`config.mk`:
```
export PLATFORM = sky130hd
export DESIGN_NAME = cmd_sequencer
export DESIGN_NICKNAME = d
export VERILOG_FILES = /design/src/rtl/cmd_seq_pkg.sv /design/src/rtl/cmd_fifo.sv /design/src/rtl/cmd_sequencer.sv
export SDC_FILE = /design/constraint.sdc
export NUM_CORES = 1
export LEC_CHECK = 0
export ABC_AREA = 0
export BUFFER_PORTS_ARGS = -buffer_cell sky130_fd_sc_hd__buf_2
export CAP_MARGIN = 10
export CORE_MARGIN = 2
export CORE_UTILIZATION = 40
export CTS_BUF_LIST = sky130_fd_sc_hd__clkbuf_8
export CTS_CLUSTER_DIAMETER = 80
export DETAILED_ROUTE_END_ITERATION = 10
export PLACE_DENSITY_LB_ADDON = 0.15
export SETUP_SLACK_MARGIN = 0.4
export SLEW_MARGIN = 10
export SYNTH_ARGS = -nofsm -noshare
export SYNTH_HDL_FRONTEND = slang
export SYNTH_SLANG_ARGS = --single-unit
```
`constraint.sdc`:
```
create_clock -name clk -period 4.6 [get_ports clk]
set_clock_uncertainty 0.1 [all_clocks]
set_input_delay 0.23 -clock clk [delete_from_list [all_inputs] [get_ports clk]]
set_output_delay 0.23 -clock clk [all_outputs]
set_load 0.005 [all_outputs]
```
`src/rtl/cmd_seq_pkg.sv`:
```
// Shared types for the Knight command sequencer: FSM states, failure codes, command word.
package cmd_seq_pkg;

  typedef enum logic [2:0] {
    IDLE,
    SEND,
    WAIT_SENT,
    WAIT_RESP,
    ERROR
  } seq_state_t;

  localparam logic [1:0] ERR_NONE    = 2'b00;
  localparam logic [1:0] ERR_TIMEOUT = 2'b01;
  localparam logic [1:0] ERR_NAK     = 2'b10;

  typedef logic [15:0] knight_cmd_t;

  function automatic logic [15:0] sat_inc16(input logic [15:0] v);
    return (v == 16'hFFFF) ? v : v + 16'h0001;
  endfunction

endpackage

```
`src/rtl/cmd_fifo.sv`:
```
// DEPTH x 16 command queue; head is combinational from storage, push/pop take effect at the clock.
// Push while full is rejected (no bypass even when popping the same cycle); pop while empty is ignored.
module cmd_fifo
  import cmd_seq_pkg::*;
#(
  parameter int DEPTH = 4
) (
  input  logic                     clk,
  input  logic                     rst_n,
  input  logic                     push,
  input  knight_cmd_t              push_dat,
  input  logic                     pop,
  output knight_cmd_t              head_dat,
  output logic                     full,
  output logic                     empty,
  output logic [$clog2(DEPTH):0]   count
);

  localparam int AW = $clog2(DEPTH);

  logic [AW:0]  wr_ptr_q, wr_ptr_d;
  logic [AW:0]  rd_ptr_q, rd_ptr_d;
  knight_cmd_t  mem_q [DEPTH];
  knight_cmd_t  mem_d [DEPTH];
  logic         wr_en;
  logic         rd_en;

  // Extra pointer MSB distinguishes full from empty when the low bits match.
  assign count    = wr_ptr_q - rd_ptr_q;
  assign full     = (count == (AW + 1)'(DEPTH));
  assign empty    = (count == '0);
  assign wr_en    = push & ~full;
  assign rd_en    = pop & ~empty;
  assign head_dat = mem_q[rd_ptr_q[AW-1:0]];

  always_comb begin
    wr_ptr_d = wr_ptr_q + (AW + 1)'(wr_en);
    rd_ptr_d = rd_ptr_q + (AW + 1)'(rd_en);
    mem_d    = mem_q;
    if (wr_en) begin
      mem_d[wr_ptr_q[AW-1:0]] = push_dat;
    end
  end

  always_ff @(posedge clk or negedge rst_n) begin
    if (!rst_n) begin
      wr_ptr_q <= '0;
      rd_ptr_q <= '0;
    end else begin
      wr_ptr_q <= wr_ptr_d;
      rd_ptr_q <= rd_ptr_d;
    end
  end

  always_ff @(posedge clk) begin
    mem_q <= mem_d;
  end

endmodule

```
`src/rtl/cmd_sequencer.sv`:
```
// Issues queued Knight commands one at a time to RemoteComm, retiring on ACK and retrying on NAK/timeout.
// cmd/send_cmd appear one cycle after SEND; statistics counters exist only with CMD_SEQ_STATS_EN defined.
module cmd_sequencer
  import cmd_seq_pkg::*;
#(
  parameter int          DEPTH          = 4,
  parameter logic [7:0]  ACK_VAL        = 8'hA5,
  parameter int          TIMEOUT_CYCLES = 5_000_000,
  parameter int          MAX_RETRY      = 2
) (
  input  logic                     clk,
  input  logic                     rst_n,
  input  logic                     push,
  input  logic [15:0]              push_cmd,
  output logic                     full,
  output logic [$clog2(DEPTH):0]   count,
  output logic                     ovfl,
  input  logic                     en,
  output logic [15:0]              cmd,
  output logic                     send_cmd,
  input  logic                     cmd_sent,
  input  logic                     resp_rdy,
  input  logic [7:0]               resp,
  output logic                     busy,
  output logic                     err,
  output logic [1:0]               err_code,
  input  logic                     clr_err,
  output logic [15:0]              sent_cnt,
  output logic [15:0]              retry_cnt
);

  localparam int TW = $clog2(TIMEOUT_CYCLES + 1);
  localparam int RW = (MAX_RETRY < 1) ? 1 : $clog2(MAX_RETRY + 1);

  seq_state_t   state_q, state_d;
  knight_cmd_t  cmd_q, cmd_d;
  logic         send_q, send_d;
  logic         ovfl_q, ovfl_d;
  logic [TW-1:0] timer_q, timer_d;
  logic [RW-1:0] retry_q, retry_d;
  logic         err_q, err_d;
  logic [1:0]   code_q, code_d;
  logic         pop;
  logic         empty;
  knight_cmd_t  head_dat;

  cmd_fifo #(.DEPTH(DEPTH)) u_fifo (
    .clk      (clk),
    .rst_n    (rst_n),
    .push     (push),
    .push_dat (push_cmd),
    .pop      (pop),
    .head_dat (head_dat),
    .full     (full),
    .empty    (empty),
    .count    (count)
  );

  always_comb begin
    state_d = state_q;
    cmd_d   = cmd_q;
    send_d  = 1'b0;
    timer_d = timer_q;
    retry_d = retry_q;
    err_d   = err_q;
    code_d  = code_q;
    pop     = 1'b0;
    ovfl_d  = push & full;
    case (state_q)
      IDLE: begin
        if (en && !empty) state_d = SEND;
      end
      SEND: begin
        cmd_d   = head_dat;
        send_d  = 1'b1;
        state_d = WAIT_SENT;
      end
      WAIT_SENT: begin
        if (cmd_sent) begin
          timer_d = '0;
          state_d = WAIT_RESP;
        end
      end
      WAIT_RESP: begin
        timer_d = timer_q + 1'b1;
        // A response arriving on the timeout cycle takes precedence over the timeout.
        if (resp_rdy && resp == ACK_VAL) begin
          pop     = 1'b1;
          retry_d = '0;
          state_d = IDLE;
        end else if (resp_rdy || timer_q == TW'(TIMEOUT_CYCLES - 1)) begin
          if (retry_q < RW'(MAX_RETRY)) begin
            retry_d = retry_q + 1'b1;
            state_d = SEND;
          end else begin
            err_d   = 1'b1;
            code_d  = resp_rdy ? ERR_NAK : ERR_TIMEOUT;
            state_d = ERROR;
          end
        end
      end
      ERROR: begin
        if (clr_err) begin
          pop     = 1'b1;
          retry_d = '0;
          err_d   = 1'b0;
          code_d  = ERR_NONE;
          state_d = IDLE;
        end
      end
      default: state_d = IDLE;
    endcase
  end

  always_ff @(posedge clk or negedge rst_n) begin
    if (!rst_n) begin
      state_q <= IDLE;
      cmd_q   <= '0;
      send_q  <= 1'b0;
      ovfl_q  <= 1'b0;
      timer_q <= '0;
      retry_q <= '0;
      err_q   <= 1'b0;
      code_q  <= ERR_NONE;
    end else begin
      state_q <= state_d;
      cmd_q   <= cmd_d;
      send_q  <= send_d;
      ovfl_q  <= ovfl_d;
      timer_q <= timer_d;
      retry_q <= retry_d;
      err_q   <= err_d;
      code_q  <= code_d;
    end
  end

  assign cmd      = cmd_q;
  assign send_cmd = send_q;
  assign ovfl     = ovfl_q;
  assign busy     = (state_q != IDLE);
  assign err      = err_q;
  assign err_code = code_q;

`ifdef CMD_SEQ_STATS_EN
  logic [15:0] sent_cnt_q, sent_cnt_d;
  logic [15:0] retry_cnt_q, retry_cnt_d;
  logic        ack_evt;
  logic        rty_evt;

  assign ack_evt = (state_q == WAIT_RESP) && (state_d == IDLE);
  assign rty_evt = (state_q == WAIT_RESP) && (state_d == SEND);

  always_comb begin
    sent_cnt_d  = ack_evt ? sat_inc16(sent_cnt_q) : sent_cnt_q;
    retry_cnt_d = rty_evt ? sat_inc16(retry_cnt_q) : retry_cnt_q;
  end

  always_ff @(posedge clk or negedge rst_n) begin
    if (!rst_n) begin
      sent_cnt_q  <= '0;
      retry_cnt_q <= '0;
    end else begin
      sent_cnt_q  <= sent_cnt_d;
      retry_cnt_q <= retry_cnt_d;
    end
  end

  assign sent_cnt  = sent_cnt_q;
  assign retry_cnt = retry_cnt_q;
`else
  assign sent_cnt  = 16'h0000;
  assign retry_cnt = 16'h0000;
`endif

endmodule

```
### Word-level counts from Yosys, hierarchy flattened

Index checks and enable logic that the tools add are counted.

* word-level logic and storage cells: 93
* input port bits: 31
* output and inout bits: 58
* bits in registers: 119

* reductions and logical operators: 14
* $lt $le $gt $ge: 4
* add/sub/neg operators: 5
* equal/unequal tests: 15
* mux-type cells: 34
* bitwise operators: 7

Operators by type and width (count)
* 64-bit bitwise mux: 1
* 16-bit 2-to-1 mux: 3
* 23-bit one-hot mux with 2 select lines: 1
* 16-bit binary-select mux with 2-bit select: 1
* 16-bit demux with 2-bit select: 1
* 23-bit by 1-bit adder with 23-bit output (second input constant): 1
* 23-bit == test (second input constant): 1
* 23-bit 2-to-1 mux: 1
* 3-bit 2-to-1 mux: 6
* 2-bit 2-to-1 mux: 8
* 3-bit one-hot mux with 5 select lines: 1
* 2-bit inequality test (second input constant): 6
* 8-bit == test (second input constant): 1
* 2-bit one-hot mux with 2 select lines: 2
* 4-bit AND reduction: 2
* 1-bit 2-to-1 mux: 7
* 3-bit by 1-bit adder with 3-bit output: 2
* 3-bit by 2-bit == test with 1-bit output (second input constant): 2
* 3-bit == test (second input constant): 2
* 3-bit greater-or-equal comparator (second input constant): 2
* 3-bit logical NOT: 2
* 3-bit inequality test (second input constant): 2
* 2-bit inverter with 3-bit output: 2
* 5-bit AND reduction: 1
* other kinds (14): 21

### Longest topological paths before layout

Gate-level depths: netlist of run 1.

* depth after elaboration: 6
* depth in mapped cells: 10
* depth with buffers taken out: 10

### Hierarchy

Synthesis of run 1 repeated with hierarchy kept, for this count alone.

* cell total of the unflattened synthesis: 386
* area, all modules: 5310.1 µm²

Modules (own cells, without submodules)
* cmd_fifo: instances 1, cells an instance 116, sequential area each 2072.0 µm², area an instance 2680.1 µm²
* cmd_sequencer: instances 1, cells an instance 270, sequential area each 1226.2 µm², area an instance 2630.0 µm²

### Least setup slack after synthesis of run 1

Ideal clock, no wire load.

* kind: register to register
* from: register u_fifo.wr_ptr_q[0]
* to: register u_fifo.mem_q[0] in the netlist's numbering, enable pin
* required time: 4.091 ns
* setup time: 0.409 ns
* cell stages (with the launch flop): 8
* arrival time: 2.678 ns
* buffers on the path: 0
* slack: 1.413 ns
* period minus slack after synthesis: 3.187 ns
* path through: dfrtp_1 -> inv_1 -> ha_1 -> fa_1 -> xnor2_1 -> nor2b_1 -> nand2b_1 -> nor3_1

* word-level cells in the longest chain between the ends: 4

Ends and longest elaborated chain
* from (decl): RTL line cmd_fifo.sv:21 `logic [AW:0] wr_ptr_q, wr_ptr_d;`
* from (signal assigned): RTL line cmd_fifo.sv:50 `wr_ptr_q <= wr_ptr_d;`
* 3-bit subtractor: RTL line cmd_fifo.sv:29 `assign count = wr_ptr_q - rd_ptr_q;`
* net count[2]: RTL line cmd_sequencer.sv:16 `output logic [$clog2(DEPTH):0] count,`
* 3-bit == test: RTL line cmd_fifo.sv:30 `assign full = (count == (AW + 1)'(DEPTH));`
* net full: RTL line cmd_sequencer.sv:15 `output logic full,`
* 1-bit inverter: RTL line cmd_fifo.sv:32 `assign wr_en = push & ~full;`
* 1-bit AND: RTL line cmd_fifo.sv:32
* to (signal assigned): RTL line cmd_fifo.sv:56 `mem_q <= mem_d;`
* to (decl): RTL line cmd_fifo.sv:23 `knight_cmd_t mem_q [DEPTH];`

The timed path passes the listed nets, and every way through them passes these cells.
A chain may end at the register's enable or synchronous reset.

### Final worst setup path of run 1

* from: register u_fifo.rd_ptr_q[1]
* to: register u_fifo.wr_ptr_q[2]

* word-level cells in the longest chain between the ends: 5

Ends and longest elaborated chain
* from (decl): RTL line cmd_fifo.sv:22 `logic [AW:0] rd_ptr_q, rd_ptr_d;`
* from (signal assigned): RTL line cmd_fifo.sv:51 `rd_ptr_q <= rd_ptr_d;`
* 3-bit subtractor: RTL line cmd_fifo.sv:29
* 3-bit == test: RTL line cmd_fifo.sv:30
* 1-bit inverter: RTL line cmd_fifo.sv:32
* 1-bit AND: RTL line cmd_fifo.sv:32
* 3-bit by 1-bit adder with 3-bit output: RTL line cmd_fifo.sv:37 `wr_ptr_d = wr_ptr_q + (AW + 1)'(wr_en);`
* net u_fifo.wr_ptr_d[2]: RTL line cmd_fifo.sv:21

The timed path passes the listed nets, and every way through them passes these cells.

==> key figures, run 1 <==
Outcome
  – Outcome: finished clean

Hold path
  – Hold Path Depth: 3
  – Min-delay src: resp[1]
  – Hold WC Path Type: input port to flop

STA
  – Max_slew headroom: 0.444
  – Final worst slack: roughly 1.7 ns
  – Peak Freq: approximately 350 MHz
  – RSZ-0062 raised after global routing: no
  – Max Slew Vio Count: 0
  – Final setup fails: 0
  – Tmin final: ~2.9 ns
  – Final period util: 0.624
  – Total negative slack: 0 ns
  – Final hold viol count: 0
  – Slew @ Worst Pin: between 0.8 and 0.9 ns

Logic synthesis
  – Synth Cell Area: 5130 um^2
  – Number of synthesized flops with an enable pin: 64
  – Cells after Synth: 343
  – Synthesized area per cell: between 10 and 15 um^2
  – Post-synthesis sequential area ratio: 0.642
  – Count of different cell masters after synthesis: 50
  – Top_reg_cell synth: edfxtp_1
  – Share of flip-flops with an asynchronous set or reset: 0.462
  – Yosys warns: 0
  – Yosys reg bits: about 120

Floorplan
  – Die height: approximately 120 um
  – Die Width: 117 um
  – DIE AREA: between 10000 and 15000 um^2
  – Num ports: a little under 90
  – FP Rows: just over 40
  – Core Area: roughly 13000 um^2
  – Starting Density: 0.408

Clock network
  – Inserted Clock Buffers: 17
  – Root buffer cell: clkbuf_8
  – CTS H-tree depth: 4
  – Clock-pin slew of the registers on the worst-case setup and hold paths: approximately 0.070 ns
  – Clock Tree Buf Depth: 2
  – Clock sink count: 119
  – Clk Latency, worst-skew pair: around 0.4 ns
  – CTS tree: yes
  – Setup Buffers After CTS: 0

Finish
  – Area grow syn2layout: 20.4%
  – Nets: 473
  – Share of cells above drive strength 1: 0.301
  – Register area: 3300 um^2
  – FILL cells: 1145
  – N_diodes: 0
  – Footprint of the multi-input gates: about 1600 um^2

Worst setup path
  – Crit-path slowest cell: dfrtp_1
  – Crit. End Element: flop
  – Most used cell, CP: ha_1
  – Worst-case reg-to-reg path depth: 8
  – CP Depth: 8
  – Critical path class: flop to flop
  – Startpoint types: flop
  – Crit-path max FO: 18
  – R2R Path Start: u_fifo.rd_ptr_q[1]
  – Critical path's largest stage delay: slightly below 0.7 ns
  – Crit path max-delay family: adder cells
  – Worst EP arrival: about 3.1 ns
  – Setup crit start: u_fifo.rd_ptr_q[1]
  – Worst Path Required: approximately 4.8 ns
  – Crit-path cells: fa_1 -> xnor2_1 -> nor2b_1 -> nand2b_1 -> inv_1 -> ha_1 -> ha_1 -> xor2_1
  – CP bufs+invs: 1

Run
  – MaxCap Viol Count: 0

Placed design
  – Pre-CTS WS: 1.69 ns
  – Final RePlAce weighted congestion: about 0.75
  – Buffers on Ports: 56
  – DP HPWL: 5910 um

Pwr
  – VDD IR max: ~0.00030 V
  – Leakage: roughly 2.6 nW
  – Pwr Density: 603 nW/um^2
  – Final total power: approximately 3.7 mW

Global route
  – Global router's overall resource usage: 0.145
  – Total grt overflow: 0
  – Initial antenna violation count: 0
  – Global-route wire length before repair: roughly 15000 um
  – Vias in the first global route: 2880
  – Largest net degree at the start of global routing: 56

Route
  – Drt wl/cell: around 15 um
  – Via count: a little under 3000
  – Vias per inst: ~4.8
  – DRT iter0 DRCs: 189
  – ANT nets after route: 0
  – TritonRoute pass-1 iters: 4
  – Drt drc: 0
  – Routed Wire Length: slightly above 9000 um
==> routing by layer <==
metal / vias up / track usage / wire [um]
met4: 0 / 0.0541 / 93
met3: 8 / 0.0417 / 480
met5: - / 0 / 0
met2: 83 / 0.230 / 4390
met1: 1464 / 0.190 / 4240
li1: 1411 / - / -
==> synthesized netlist by cell type (all sizes together) (2+ instances only) <==
cell	n	area share
xnor2	4	0.0068
nor3	7	0.0068
ha	6	0.015
dfrtp	55	0.27
mux2i	7	0.014
o31ai	8	0.012
clkbuf	3	0.0022
nand3	10	0.0097
xor2	2	0.0034
mux4	16	0.070
nor3b	2	0.0039
a22o	2	0.0034
buf	39	0.055
o21ai	11	0.011
inv	10	0.0073
nand4	5	0.0073
nor2	6	0.0076
nand2b	3	0.0037
o211ai	9	0.013
a31oi	2	0.0024
mux2	16	0.035
and3	5	0.0061
nand2	28	0.020
nor4b	3	0.0051
edfxtp	64	0.37
and2	3	0.0037
==> per-stage QoR <==
stage,std cells,util,hold WS (ns),cell area (um^2)
final,620,0.492,0.114,6180
after global routing,620,0.492,0.113,6180
after CTS,620,0.492,0.0844,6180
after detailed placement,567,0.440,0.332,5530
after global placement,567,0.440,0.335,5530
after floorplan,374,-,-0.166,5250
==> area by class of cell <==
cell class	instances	area share
sequential	119	0.533
multi-input combinational	203	0.266
timing repair buffer	84	0.0878
clock buffer	17	0.0378
tap	172	0.0348
clock inverter	15	0.0342
inverter	10	0.00607
==> report_power, final <==
part / total [mW] / internal (mW) / switching [mW]
clock: 1.05 / 0.639 / 0.414
sequential: 1.61 / 1.44 / 0.172
combinational: 1.06 / 0.551 / 0.514
==> worst register-to-register path: stages, from the launching register on <==
cell and delay [ns]:
dfrtp_1 0.69, fa_1 0.57, xnor2_1 0.30, nor2b_1 0.22, nand2b_1 0.28, inv_1 0.08, ha_1 0.19, ha_1 0.20
xor2_1 0.14
==> sequential cells by signal, summed over array words and instances (netlist names) <==
signal	flops
cmd	16
u_fifo.rd_ptr_q	3
err_code	2
timer_q	23
send_cmd	1
state_q	3
ovfl	1
retry_q	2
err	1
u_fifo.wr_ptr_q	3
u_fifo.mem_q	64
==> worst paths after layout <==
path / endpoint / slack (ns)
worst max-delay path: u_fifo.wr_ptr_q[2] / 1.73
worst min-delay path: retry_q[1] / 0.11
worst max register to register: u_fifo.wr_ptr_q[2] / 1.73
worst min register to register: timer_q[22] / 0.39
max in group asynchronous: u_fifo.rd_ptr_q[0] / 3.53
min in group asynchronous: timer_q[9] / 0.39
==> kinds of logic (layout without fill, tap and decap cells) <==
logic type	after synthesis	after routing	share of synthesized area
AND/OR/NAND/NOR	80	80	0.0899
buffers and inverters	52	126	0.0641
adder cells (fa/ha/maj)	7	7	0.0185
flip-flops	119	119	0.642
other	1	32	0.000730
AO/OA/AOI/OAI	39	39	0.0551
XOR/XNOR	6	6	0.0102
multiplexers	39	39	0.119
==> cell usage in the layout, fill, tap and decap left out, types with 2 or more instances in the layout <==
cell / count
nor4b_1: 3
nor2_1: 5
a22o_1: 2
nand2b_1: 3
nand4_1: 4
clkinv_4: 2
mux4_2: 16
edfxtp_1: 64
nor3_2: 4
nor3_1: 3
o31ai_1: 8
bufinv_16: 5
mux2_2: 16
mux2i_1: 7
buf_2: 56
nand3_1: 10
inv_1: 13
o21ai_0: 10
buf_4: 7
and2_1: 3
clkbuf_8: 17
a31oi_1: 2
xnor2_1: 4
nand2_1: 28
o211ai_1: 9
xor2_1: 2
conb_1: 32
ha_1: 6
and3_1: 5
dlygate4sd3_1: 21
dfrtp_1: 55
clkinvlp_4: 2
==> repair_timing <==
item / CTS / global route
hold buffers: 21 / 0
hold endpoints to repair: 123 / 0
resized for setup: 0 / 0
(Power assumes the default switching activity.)
==> inputs of run 2 (changes only) <==
Settings changed: ABC_AREA 0 to 1.
Clock period 4.6 ns to 2.8 ns, I/O delays scaled along.
==> key figures, run 2 <==
Outcome
  – Outcome: finished clean

STA
  – Final period util: 0.821 (+0.197)
  – Max Slew Vio Count: 0 (unchanged)
  – Total negative slack: 0 ns (unchanged)
  – Final hold viol count: 0 (unchanged)
  – RSZ-0062 raised after global routing: yes
  – Peak Freq: 435 MHz (+25%)
  – Final setup fails: 0 (unchanged)
  – Final worst slack: 0.500 ns (-1.23 ns)
  – Tmin final: 2.30 ns (-0.572 ns)
  – Worst hold slack: 0.0607 ns (-0.0537 ns)
  – Max_slew headroom: 0.665 (+0.221)
  – Slew @ Worst Pin: 0.500 ns (-0.332 ns)

Global route
  – Total grt overflow: 0 (unchanged)
  – Initial antenna violation count: 0 (unchanged)
  – Vias in the first global route: 3875 (+35%)
  – Largest net degree at the start of global routing: 38 (-32%)
  – Global router's overall resource usage: 0.168 (+0.0235)
  – Global-route wire length before repair: 19200 um (+32%)

Pwr
  – Sw Pwr: 2.25 mW (+100%)
  – Clock power frac: 0.233 (-0.049)
  – Sequential share of power: 0.430 (-0.002)
  – Switching share of power: 0.362 (+0.0676)
  – VDD IR max: 0.000407 V (+35%)
  – Final total power: 6.20 mW (+66%)
  – Leakage: 2.95 nW (+15%)
  – Pwr Density: 939 nW/um^2 (+56%)
  – Internal power: 3.96 mW (+50%)
  – Logic pwr share: 0.337 (+0.052)

Finish
  – Share of cells above drive strength 1: 0.172 (-0.130)
  – Register area: 3300 um^2 (about the same)
  – Most flops, register: u_fifo.mem_q
  – Finished Layout Cells: 868 (+40%)
  – Max reg flops: 64 (unchanged)
  – FILL cells: 1298 (+13%)
  – N_diodes: 0 (unchanged)
  – Commonest cells after routing, fill and taps aside: nand2_1, nor2_1, edfxtp_1, inv_1, buf_2
  – Footprint of the multi-input gates: 1910 um^2 (+16%)
  – Area grow syn2layout: 19.2%
  – Final Util: 0.482 (-0.0101)
  – Cell area after layout: 6610 um^2 (+6.9%)
  – Nets: 713 (+51%)
  – Most common cell after layout, fill and taps aside: nand2_1

Worst setup path
  – Crit-path max FO: 3 (-15)
  – R2R Path Start: u_fifo.wr_ptr_q[0]
  – Flop-to-flop setup slack: 0.50 ns (-1.23 ns)
  – Worst Path Required: 3.01 ns (-1.80 ns)
  – Crit. End Element: flop
  – Critical path class: flop to flop
  – Worst-case reg-to-reg path depth: 10 (+2)
  – Reg2reg end: u_fifo.rd_ptr_q[2]
  – Startpoint types: flop
  – Worst EP arrival: 2.51 ns (-0.57 ns)

Logic synthesis
  – Synthesized area per cell: 9.50 um^2 (-37%)
  – Share of flip-flops with an asynchronous set or reset: 0.462 (unchanged)
  – Number of synthesized flops with an enable pin: 64 (unchanged)
  – Post-synthesis sequential area ratio: 0.595 (-0.0477)
  – Synth top cells by count: nand2_1, nor2_1, edfxtp_1
  – Synth top area share: 0.347 (-0.0278)
  – Most frequent cell after synthesis: nand2_1
  – Yosys warns: 0 (unchanged)
  – Top cells by area, synth: edfxtp_1, dfrtp_1, nand2_1
  – Count of different cell masters after synthesis: 30 (-40%)
  – Cell taking the most area after synthesis: edfxtp_1
  – Cells after Synth: 584 (+70%)
  – Top_reg_cell synth: edfxtp_1
  – Yosys reg bits: 119 (unchanged)
  – Synth Cell Area: 5550 um^2 (+8.0%)

Clock network
  – CTS H-tree depth: 4 (unchanged)
  – Root buffer cell: clkbuf_8
  – CTS tree: yes
  – Clk Latency, worst-skew pair: 0.43 ns (+0.02 ns)
  – Inserted Clock Buffers: 17 (unchanged)
  – Clock sink count: 119 (unchanged)
  – Clock-pin slew of the registers on the worst-case setup and hold paths: 0.07 ns (about the same)
  – Clock Tree Buf Depth: 2 (unchanged)

Hold path
  – Min-delay src: resp[6]
  – Hold worst-path end: retry_q[1]
  – Hold WC Path Type: input port to flop
  – Hold Path Depth: 6 (+3)

Floorplan
  – Die height: 122 um (+3.8%)
  – Core Area: 13700 um^2 (+9.2%)
  – Starting Density: 0.404 (-0.00427)
  – FP Rows: 43 (+4.9%)
  – Num ports: 89 (unchanged)
  – Die Width: 122 um (+3.8%)
  – DIE AREA: 14800 um^2 (+7.7%)

Placed design
  – Buffers on Ports: 56 (unchanged)
  – DP HPWL: 7870 um (+33%)
  – Pre-CTS WS: 0.388 ns (-1.31 ns)
  – Final RePlAce weighted congestion: 0.848 (+13%)
  – Placed cell count: 814 (+44%)
  – Dpl cell area: 6010 um^2 (+8.7%)

Route
  – DRT iter0 DRCs: 275 (+46%)
  – ANT nets after route: 0 (unchanged)
  – Routed Wire Length: 11600 um (+26%)
  – Via count: 4114 (+39%)
  – Drt wl/cell: 13.3 um (-10%)
  – TritonRoute pass-1 iters: 4 (unchanged)
  – Drt drc: 0 (unchanged)
  – Vias per inst: 4.74 (-0.92%)

Run
  – MaxCap Viol Count: 0 (unchanged)
## run 2: worst max-delay path by stage
stage,start,to,slack (ns),cells after the start
finish,u_fifo.wr_ptr_q[0],u_fifo.rd_ptr_q[2],0.50,10
global route,u_fifo.wr_ptr_q[0],u_fifo.rd_ptr_q[2],0.37,10
CTS,u_fifo.wr_ptr_q[1],u_fifo.mem_q[37],0.40,8
detailed placement,u_fifo.wr_ptr_q[0],u_fifo.wr_ptr_q[2],0.39,11
global placement,u_fifo.wr_ptr_q[0],u_fifo.wr_ptr_q[2],0.42,11
floorplan,u_fifo.wr_ptr_q[0],u_fifo.mem_q[32],0.42,8
## run 2: cells by family (layout without fill, tap and decap cells)
logic type	after synthesis	count (layout)	share of synthesized area
compound gates	66	66	0.0724
xor+xnor	4	4	0.00632
fa+ha+maj	7	7	0.0171
buf+inv	107	180	0.0957
flops	119	119	0.595
other cells	1	32	0.000676
simple gates	280	280	0.213
## run 2: critical path, cell delays in order, from the launching register on
cell and delay [ns]:
dfrtp_2 0.39, inv_4 0.06, ha_4 0.15, fa_2 0.57, nand2_1 0.05, inv_1 0.07, nand3_1 0.12, o21a_1 0.14
ha_1 0.20, ha_1 0.20, xor2_1 0.14
## run 2: final cells by class
class / count / area share
multi-input cells: 389 / 0.288
flip-flops and latches: 119 / 0.499
well taps: 180 / 0.0341
repair buffers: 87 / 0.0873
clock buffers: 18 / 0.0375
inverters: 61 / 0.0350
clock inverters: 14 / 0.0186
## run 2: metal layers
layer / share of wire / global-route usage / vias up
met5: 0 / 0 / -
met4: 0.0095 / 0.0460 / 0
met3: 0.044 / 0.0492 / 8
met2: 0.50 / 0.279 / 87
met1: 0.44 / 0.216 / 1965
li1: - / - / 2054
## run 2: power groups by stage
stage          sequential (mW)  clock (mW)  combinational (mW)
5_1_grt                   2.72        1.57                2.42
6_report                  2.67        1.45                2.09
3_3_place_gp              2.70           0                2.04
3_5_place_dp              2.71           0                2.07
4_1_cts                   2.67        1.49                2.13
2_1_floorplan             2.67           0                1.41
## run 2: timing repair
action,in CTS,in global routing
setup buffers,1,0
endpoints found under the hold margin,88,0
setup endpoints to repair,2,63
pin swaps,0,1
hold buffers,21,0
gates cloned,0,0
gates resized for setup,0,4
